===== config.mk =====
export PLATFORM = sky130hd
export DESIGN_NAME = pipe_reg
export DESIGN_NICKNAME = d
export VERILOG_FILES = /design/src/rtl/pipe_reg.sv
export SDC_FILE = /design/constraint.sdc
export NUM_CORES = 1
export LEC_CHECK = 0
export BUFFER_PORTS_ARGS = -buffer_cell sky130_fd_sc_hd__buf_2
export CAP_MARGIN = 20
export CELL_PAD_IN_SITES_DETAIL_PLACEMENT = 1
export CELL_PAD_IN_SITES_GLOBAL_PLACEMENT = 1
export CORE_ASPECT_RATIO = 1.2
export CORE_UTILIZATION = 45
export CTS_CLUSTER_SIZE = 24
export DETAILED_ROUTE_END_ITERATION = 7
export PLACE_DENSITY_LB_ADDON = 0.1
export RECOVER_POWER = 50
export SYNTH_ARGS = -nofsm -noshare
export SYNTH_HDL_FRONTEND = slang
export SYNTH_SLANG_ARGS = --single-unit

===== constraint.sdc =====
create_clock -name clk -period 5.6 [get_ports clk]
set_clock_uncertainty 0.05 [all_clocks]
set_input_delay 0.56 -clock clk [delete_from_list [all_inputs] [get_ports clk]]
set_output_delay 0.56 -clock clk [all_outputs]
set_load 0.01 [all_outputs]

===== src/rtl/pipe_reg.sv =====
// Two-entry skid-buffer pipeline register with registered in_ready/out_valid and a synchronous flush.
// Optional stall counter output enabled by defining PIPE_REG_STALL_CNT_EN.
module pipe_reg #(
  parameter int unsigned       WIDTH    = 32,
  parameter logic [WIDTH-1:0]  RST_DATA = '0
) (
  input  logic             clk,
  input  logic             reset,
  input  logic             in_valid,
  input  logic [WIDTH-1:0] in_data,
  output logic             in_ready,
  output logic             out_valid,
  output logic [WIDTH-1:0] out_data,
  input  logic             out_ready,
`ifdef PIPE_REG_STALL_CNT_EN
  output logic [15:0]      stall_cnt,
`endif
  input  logic             flush
);

  typedef enum logic [1:0] {
    EMPTY = 2'd0,
    ONE   = 2'd1,
    TWO   = 2'd2
  } state_t;

  state_t           state_q, state_d;
  logic [WIDTH-1:0] main_q, main_d;
  logic [WIDTH-1:0] skid_q, skid_d;
  logic             take_in;
  logic             take_out;

  // in_ready is a flop mirroring "skid empty", so there is no ready path through the stage.
  assign take_in  = in_valid && in_ready;
  assign take_out = out_valid && out_ready;
  assign out_data = main_q;

  // State, storage and handshake flags.
  always_ff @(posedge clk or posedge reset) begin
    if (reset) begin
      state_q   <= EMPTY;
      main_q    <= RST_DATA;
      skid_q    <= RST_DATA;
      out_valid <= 1'b0;
      in_ready  <= 1'b1;
    end else begin
      state_q   <= state_d;
      main_q    <= main_d;
      skid_q    <= skid_d;
      out_valid <= (state_d != EMPTY);
      in_ready  <= (state_d != TWO);
    end
  end

  // Next-state and next-storage; flush overrides every transfer.
  always_comb begin
    state_d = state_q;
    main_d  = main_q;
    skid_d  = skid_q;
    if (flush) begin
      state_d = EMPTY;
      main_d  = RST_DATA;
      skid_d  = RST_DATA;
    end else begin
      case (state_q)
        EMPTY: begin
          if (take_in) begin
            state_d = ONE;
            main_d  = in_data;
          end
        end
        ONE: begin
          if (take_in && take_out) begin
            main_d = in_data;
          end else if (take_in) begin
            state_d = TWO;
            skid_d  = in_data;
          end else if (take_out) begin
            state_d = EMPTY;
          end
        end
        TWO: begin
          if (take_out) begin
            state_d = ONE;
            main_d  = skid_q;
          end
        end
        default: begin
          state_d = EMPTY;
        end
      endcase
    end
  end

`ifdef PIPE_REG_STALL_CNT_EN
  // Saturating count of back-pressured cycles; only reset clears it.
  always_ff @(posedge clk or posedge reset) begin
    if (reset) begin
      stall_cnt <= 16'd0;
    end else if (out_valid && !out_ready && (stall_cnt != 16'hFFFF)) begin
      stall_cnt <= stall_cnt + 16'd1;
    end
  end
`endif

endmodule


==> results of run 1 <==
-- metrics by stage --
step / setup WS, ns / util (%)
final: 3.363 / 53.92
after floorplan: 3.280 / -
after CTS: 3.255 / 54.01
after global routing: 3.280 / 53.92
after global placement: 3.046 / 50.77
after detailed placement: 3.041 / 51.43
-- per-layer routing --
layer	track usage [%]	wire length [µm]	up-vias
met5	0	0	-
met4	11.68	175	0
met3	2.817	277	14
met2	40.32	4635	77
met1	34.57	4469	1462
li1	-	-	1334
-- registers in the layout (all words and copies together), names as in the netlist --
signal and flops:
out_valid 1, in_ready 1, skid_q 32, out_data 32, state_q 2
-- cells in the mapped netlist, drive strengths merged (2+ instances only) --
library cell  count  share of area (%)
a21oi            34                5.0
o21ai            32                4.7
dfrtp            67                 49
buf              11                2.4
clkbuf           31                3.4
a21o              2               0.44
a2111oi          32                8.3
mux2i            33                9.7
nand2             2               0.22
a211oi           32                7.5
nand3            32                4.7
-- path summary, 6_finish.rpt --
| path | from | endpoint | cells after the start |
|---|---|---|---|
| max | in_ready | out_data[1] | 4 |
| max in group asynchronous | reset | out_data[25] | 3 |
| min reg2reg | skid_q[22] | skid_q[22] | 2 |
| min in group asynchronous | reset | skid_q[8] | 3 |
| max reg2reg | in_ready | out_data[1] | 4 |
| min | in_data[29] | skid_q[29] | 3 |
-- layout make-up --
| cell class | count | share of cell area, % |
|---|---|---|
| Tap cell | 90 | 2.871 |
| Clock buffer | 14 | 4.657 |
| Timing Repair Buffer | 76 | 10.56 |
| Multi-Input combinational cell | 211 | 38.28 |
| Clock inverter | 1 | 0.1276 |
| Sequential cell | 68 | 43.41 |
| Inverter | 1 | 0.09569 |
-- kinds of logic after synthesis --
group	after synthesis	synth area share, %
simple gates	41	6.674
compound gates	137	27.43
flops	68	50.18
buf+inv	43	5.973
mux	33	9.735
-- report_power, final --
part / total [mW] / switching, mW / internal (mW)
sequential: 0.578 / 0.0340 / 0.544
combinational: 0.310 / 0.201 / 0.108
clock: 0.388 / 0.182 / 0.206
total: 1.28 / 0.417 / 0.859
-- critical path, stage by stage, from the launching register on --
cell      delay [ns]
dfstp_2         0.58
and3b_2         0.59
buf_12          0.27
a211o_4         0.41
a211oi_1        0.13
==> impl_metrics.json, run 1 <==
{
  "vias": 2887,
  "drcViolationCount": 0,
  "chipWidth_um": 81.27,
  "die_area_um2": 7893,
  "design_area_um2": 3923,
  "gp_congestion": 0.7262,
  "arrival_ns": 2.38,
  "clock-sinks": 68,
  "rsz0062_at_grt": "no",
  "setup_violations": 0,
  "n_fill_cell": 835,
  "synth-main-ff-cell": "dfrtp_1",
  "synth-edff-count": 0,
  "slew_headroom_pct": 26.59,
  "hold_viol_final": 0,
  "nets": 404,
  "cts_resized": 0,
  "ff2ff_setup_slack_ns": 3.36,
  "synth_fp_nets": 359,
  "insertion_delay_ns": 0.35,
  "synth_cells": 322,
  "regArea_um2": 1703,
  "cts_tree": "built",
  "grt_pass1_vias": 2946,
  "grt_first_pass_wirelength_um": 15250,
  "outcome": "finished, final reports clean",
  "cts_hold_buf": 0,
  "cts_buffers": 9,
  "grt_max_degree": 70,
  "num_rows": 34,
  "cts-htree-levels": 3,
  "crit_required_ns": 5.74,
  "ys_seq_area_share_pct": 50.18,
  "start_kind": "flip-flop",
  "clock_path_buffers": 2,
  "drtAntennaViolNets": 0,
  "antenna_cells": 0,
  "placed_cell_area_um2": 3741,
  "hold_ws_ns": 0.4125,
  "critPathCaptureType": "flip-flop",
  "io_pins": 71,
  "cts_setup_buffers": 0,
  "hp-class": "in -> reg",
  "finalCritPeriodShare_pct": 39.94,
  "wire_per_inst_um": 20.73,
  "fmax_mhz": 447.1,
  "antenna_found_initial": 0,
  "avgSynthCellArea_um2": 10.54,
  "crit_type": "reg -> reg",
  "drt_iter0_drc": 188,
  "avgViaCountPerCell": 6.262,
  "fp.coreArea_um2": 7274,
  "p_per_area_nw_per_um2": 325.2,
  "synthArstFlopShare_pct": 100.0,
  "path_clk_slew_ns": 0.07,
  "gr-total-overflow": 0,
  "drtPass1Iterations": 4,
  "area_delta_synth_final_pct": 15.60,
  "finalNonFillerCells": 461,
  "cts_root_buffer": "clkbuf_8",
  "crit_fanout": 36,
  "finalSetupTns_ns": 0,
  "dpl.hpwl_um": 5365,
  "multi_input_area_um2": 1501,
  "period_minus_slack_ns": 2.237,
  "final_common_cell": "dfrtp_1",
  "port_buffers": 70,
  "die_h_um": 97.13,
  "tightest_slew_ns": 1.101,
  "synth_warnings": 0,
  "final_cell_mix": "67 x dfrtp_1, 53 x buf_2, 34 x a21oi_1",
  "leakagePower_nw": 1.838,
  "cap_violations": 0,
  "synth-seq-cells": 68,
  "dp.cells": 445,
  "initial_core_util_pct": 46.65,
  "syn_area_um2": 3393,
  "ys_types": 28,
  "total_power_mw": 1.276,
  "drt-total-wl_um": 9557,
  "layout-drive-gt1-share_pct": 22.64,
  "drv_slew": 0,
  "grt_use_total_pct": 25.50,
  "ir_worst_vdd_mv": 0.1389
}
(Power assumes the default switching activity.)
==> inputs of run 2 (changes only) <==
Settings changed: CORE_UTILIZATION 45 to 38.
Clock period 5.6 ns to 2.05 ns, I/O delays scaled along.
==> impl_metrics.json, run 2 (synthesis gave the netlist of run 1 again) <==
{
  "crit_required_ns": 2.21,
  "drv_slew": 0,
  "num_rows": 37,
  "worst_slack_ns": 0.1973,
  "avgViaCountPerCell": 5.871,
  "vias": 2947,
  "layout-drive-gt1-share_pct": 21.30,
  "slew_headroom_pct": 40.81,
  "fp.coreArea_um2": 8611,
  "critPathCaptureType": "flip-flop",
  "ff2ff_setup_slack_ns": 0.20,
  "n_fill_cell": 1025,
  "port_buffers": 70,
  "critical_path.slowest_cell": "a2111oi_0",
  "dpl.hpwl_um": 6507,
  "area_delta_synth_final_pct": 19.65,
  "clock-sinks": 68,
  "crit_type": "reg -> reg",
  "crit_end": "out_data[0]",
  "gp_congestion": 0.7495,
  "drcViolationCount": 0,
  "multi_input_area_um2": 1503,
  "nets": 418,
  "rr_startpoint": "state_q[1]",
  "gr-total-overflow": 0,
  "antenna_cells": 0,
  "drtPass1Iterations": 4,
  "outcome": "finished, final reports clean",
  "ff2ff_path_depth": 4,
  "antenna_found_initial": 0,
  "cts_setup_buffers": 0,
  "crit_fanout": 21,
  "drt_iter0_drc": 120,
  "drtAntennaViolNets": 0,
  "p_per_area_nw_per_um2": 860.3,
  "insertion_delay_ns": 0.35,
  "leakagePower_nw": 1.854,
  "grt_max_degree": 35,
  "period_minus_slack_ns": 1.853,
  "initial_core_util_pct": 39.41,
  "ir_worst_vdd_mv": 0.3669,
  "cts_buffers": 9,
  "setup_violations": 0,
  "grt_first_pass_wirelength_um": 16880,
  "chipWidth_um": 88.27,
  "die_h_um": 105.5,
  "io_pins": 71,
  "finalSetupTns_ns": 0,
  "startpoint": "state_q[1]",
  "grt_use_total_pct": 24.03,
  "path_clk_slew_ns": 0.08,
  "final_cell_mix": "67 x dfrtp_1, 38 x buf_2, 34 x a21oi_1, 34 x clkbuf_1, 33 x mux2i_1",
  "worstPathCellList": "and3b_2, buf_12, a2111oi_0, a211oi_2",
  "clock_path_buffers": 2,
  "die_area_um2": 9313,
  "cts_tree": "built",
  "final_common_cell": "dfrtp_1",
  "wire_per_inst_um": 20.23,
  "cts_root_buffer": "clkbuf_8",
  "finalCritPeriodShare_pct": 90.38,
  "cap_violations": 0,
  "cts-htree-levels": 3,
  "arrival_ns": 2.01,
  "slowest_delay_ns": 0.59,
  "fmax_mhz": 539.8,
  "rsz0062_at_grt": "no",
  "regToRegEndpoint": "out_data[0]",
  "tightest_slew_ns": 0.8868,
  "regArea_um2": 1703,
  "drt-total-wl_um": 10150,
  "start_kind": "flip-flop",
  "pre_cts_ws_ns": 0.1633,
  "hp-class": "in -> reg",
  "hold_viol_final": 0,
  "grt_pass1_vias": 3189
}
run 2: repair_timing:
action / CTS / global route
resized for setup: 0 / 1
hold endpoints to repair: 19 / 0
setup endpoints to repair: 0 / 2
hold buffers: 1 / 0
run 2: final cells by class:
cell class | count | share of cell area [%]
clock buffers | 13 | 3.914
well taps | 117 | 3.606
inverters | 1 | 0.09245
clock inverters | 2 | 0.2465
flip-flops and latches | 68 | 41.94
multi-input cells | 211 | 37.01
repair buffers | 90 | 13.19
run 2: report_power, final:
part	internal, mW	switching, mW	leakage [nW]
Combinational	0.336	0.570	0.853
Clock	0.497	0.517	0.0893
Sequential	1.48	0.0902	0.911
run 2: layer usage:
layer	global-route usage, %	up-vias	part of all wire (%)
met3	3.367	15	3.0
met4	9.908	0	2.0
met2	38.68	63	49
met5	0	-	0
li1	-	1366	-
met1	32.06	1503	46
run 2: stage by stage:
step	hold slack, ns	instances	total power [mW]	cell area, µm²	utilization [%]
detailed placement	0.2338	486	2.543	3948	45.84
CTS	0.04887	502	3.558	4126	47.92
global route	0.06074	502	3.673	4060	47.15
global placement	0.2411	486	2.524	3948	45.84
floorplan	0.2974	322	2.152	3393	-
finish	0.05974	502	3.493	4060	47.15
run 2: critical path, delay by kind of cell, from the launching register on:
| family | cells | cell delay [ns] |
|---|---|---|
| compound gates | 2 | 0.67 |
| buf+inv | 1 | 0.21 |
| flops | 1 | 0.43 |
| simple gates | 1 | 0.36 |
run 2: how the worst min path moves through the flow:
stage | depth (start not counted) | start | endpoint | slack [ns]
after floorplan | 2 | in_data[0] | skid_q[0] | 0.30
after global placement | 2 | reset | skid_q[6] | 0.24
after detailed placement | 2 | reset | out_data[6] | 0.23
after CTS | 3 | in_data[20] | skid_q[20] | 0.05
after global routing | 3 | in_data[3] | skid_q[3] | 0.06
final | 3 | in_data[18] | skid_q[18] | 0.06
==> inputs of run 3 (changes only) <==
--- a/config.mk
+++ b/config.mk
@@ -11,4 +11,5 @@
 export CELL_PAD_IN_SITES_GLOBAL_PLACEMENT = 1
 export CORE_ASPECT_RATIO = 1.2
+export CORE_MARGIN = 2
 export CORE_UTILIZATION = 38
 export CTS_CLUSTER_SIZE = 24
==> constraint.sdc (replaced) <==
create_clock -name clk -period 2.05 [get_ports clk]
set_clock_uncertainty 0.05 [all_clocks]
set_input_delay 0.1025 -clock clk [delete_from_list [all_inputs] [get_ports clk]]
set_output_delay 0.1025 -clock clk [all_outputs]
set_load 0.01 [all_outputs]
==> impl_metrics.json, run 3 (synthesis gave the netlist of run 1 again) <==
{
  "startpoint": "out_valid",
  "clock-sinks": 68,
  "tightest_slew_ns": 0.9494,
  "drtPass1Iterations": 4,
  "slew_headroom_pct": 36.63,
  "crit_fanout": 13,
  "io_pins": 71,
  "slowest_delay_ns": 0.52,
  "gp_congestion": 0.7322,
  "finalSetupTns_ns": 0,
  "drv_slew": 0,
  "vias": 3076,
  "chipWidth_um": 90.27,
  "avgViaCountPerCell": 5.750,
  "insertion_delay_ns": 0.34,
  "hp-class": "in -> reg",
  "final_util_pct": 51.67,
  "dpl.hpwl_um": 6511,
  "finalCritPeriodShare_pct": 91.05,
  "grt_pass1_vias": 3211,
  "crit_cells": 4,
  "initial_core_util_pct": 39.41,
  "nets": 450,
  "leakagePower_nw": 2.018,
  "cts-htree-levels": 3,
  "rr_startpoint": "out_valid",
  "ir_worst_vdd_mv": 0.4226,
  "path_clk_slew_ns": 0.08,
  "ff2ff_path_depth": 4,
  "fmax_mhz": 535.7,
  "grt_max_degree": 40,
  "cts_tree": "built",
  "wire_per_inst_um": 19.28,
  "critPathCaptureType": "flip-flop",
  "hold_path.startpoint": "in_valid",
  "cts_resized": 0,
  "cts_root_buffer": "clkbuf_8",
  "drtAntennaViolNets": 0,
  "cts_buffers": 9,
  "setup_violations": 0,
  "antenna_found_initial": 0,
  "drt_iter0_drc": 126,
  "die_area_um2": 9705,
  "arrival_ns": 2.03,
  "worstPathCellList": "and4b_1, buf_4, a2111oi_0, a211oi_2",
  "die_h_um": 107.5,
  "final_common_cell": "dfrtp_1",
  "hold_viol_final": 0,
  "ff2ff_setup_slack_ns": 0.18,
  "cpLargestDelayFamily": "compound AO/OA/AOI/OAI gates",
  "gr-total-overflow": 0,
  "crit_required_ns": 2.21,
  "outcome": "finished, final reports clean",
  "crit_type": "reg -> reg",
  "cp_num_buf_inv": 1,
  "num_rows": 37,
  "fp.coreArea_um2": 8611,
  "area_delta_synth_final_pct": 31.12,
  "port_buffers": 70,
  "holdPathStages": 4,
  "antenna_cells": 0,
  "rsz0062_at_grt": "no",
  "layout-drive-gt1-share_pct": 20.10,
  "period_minus_slack_ns": 1.867,
  "final_cell_mix": "67 x dfrtp_1, 38 x buf_2, 34 x a21oi_1",
  "cts_setup_buffers": 0,
  "drt-total-wl_um": 10320,
  "drcViolationCount": 0,
  "grt_use_total_pct": 22.03,
  "cap_violations": 0,
  "p_per_area_nw_per_um2": 874.4,
  "start_kind": "flip-flop",
  "critical_path.slowest_cell": "a2111oi_0",
  "grt_first_pass_wirelength_um": 16790,
  "clock_path_buffers": 2
}
[run 3: cell count changes in the layout (fill, tap and decap cells not counted), sizes merged]
cell / change
buf: +1
bufinv: +3
clkbuf: -4
clkinvlp: +1
dlygate4sd3: +32
[run 3: timing repair]
action	CTS	global route
endpoints found under the hold margin	53	0
hold buffers	33	0
endpoints found under the setup margin	0	0
[run 3: routing by layer]
layer | vias to the layer above | routed length (µm) | GRT usage (%) | part of all wire (%)
met1 | 1559 | 4620 | 28.75 | 45
met2 | 72 | 5146 | 36.95 | 50
li1 | 1428 | - | - | -
met5 | - | 0 | 0 | 0
met4 | 0 | 239 | 9.451 | 2.3
met3 | 17 | 311 | 2.941 | 3.0
[run 3: path summary, 6_finish.rpt]
path | endpoint
worst max-delay path | out_data[27]
worst min-delay path | out_valid
worst max register to register | out_data[27]
worst min register to register | skid_q[16]
max in group asynchronous | out_data[1]
min in group asynchronous | skid_q[8]
[run 3: tightest hold or removal path, cell delays in order]
cell	delay, ns
buf_2	0.12
nand2_1	0.10
a21o_1	0.12
a21oi_1	0.05
[run 3: per-stage QoR]
stage	hold WS, ns	cell area [µm²]	setup slack [ns]	total power, mW	cells
floorplan	0.1949	3393	0.1876	2.152	322
global placement	0.1319	3923	0.2888	2.514	486
detailed placement	0.1345	3923	0.1591	2.536	486
CTS	0.1309	4502	0.1307	3.966	535
global route	0.1626	4449	0.002535	4.094	535
finish	0.1484	4449	0.1834	3.890	535
[run 3: cell type report]
type	count	area, µm²
clock buffers	10	137.6
inverters	1	3.754
well taps	117	146.4
flip-flops and latches	68	1703
fillers	982	4161
multi-input cells	211	1501
repair buffers	122	845.8
clock inverters	6	111.4
[run 3: where the power goes]
group / internal (mW) / switching [mW]
registers: 1.48 / 0.0908
clock network: 0.841 / 0.528
logic: 0.371 / 0.575
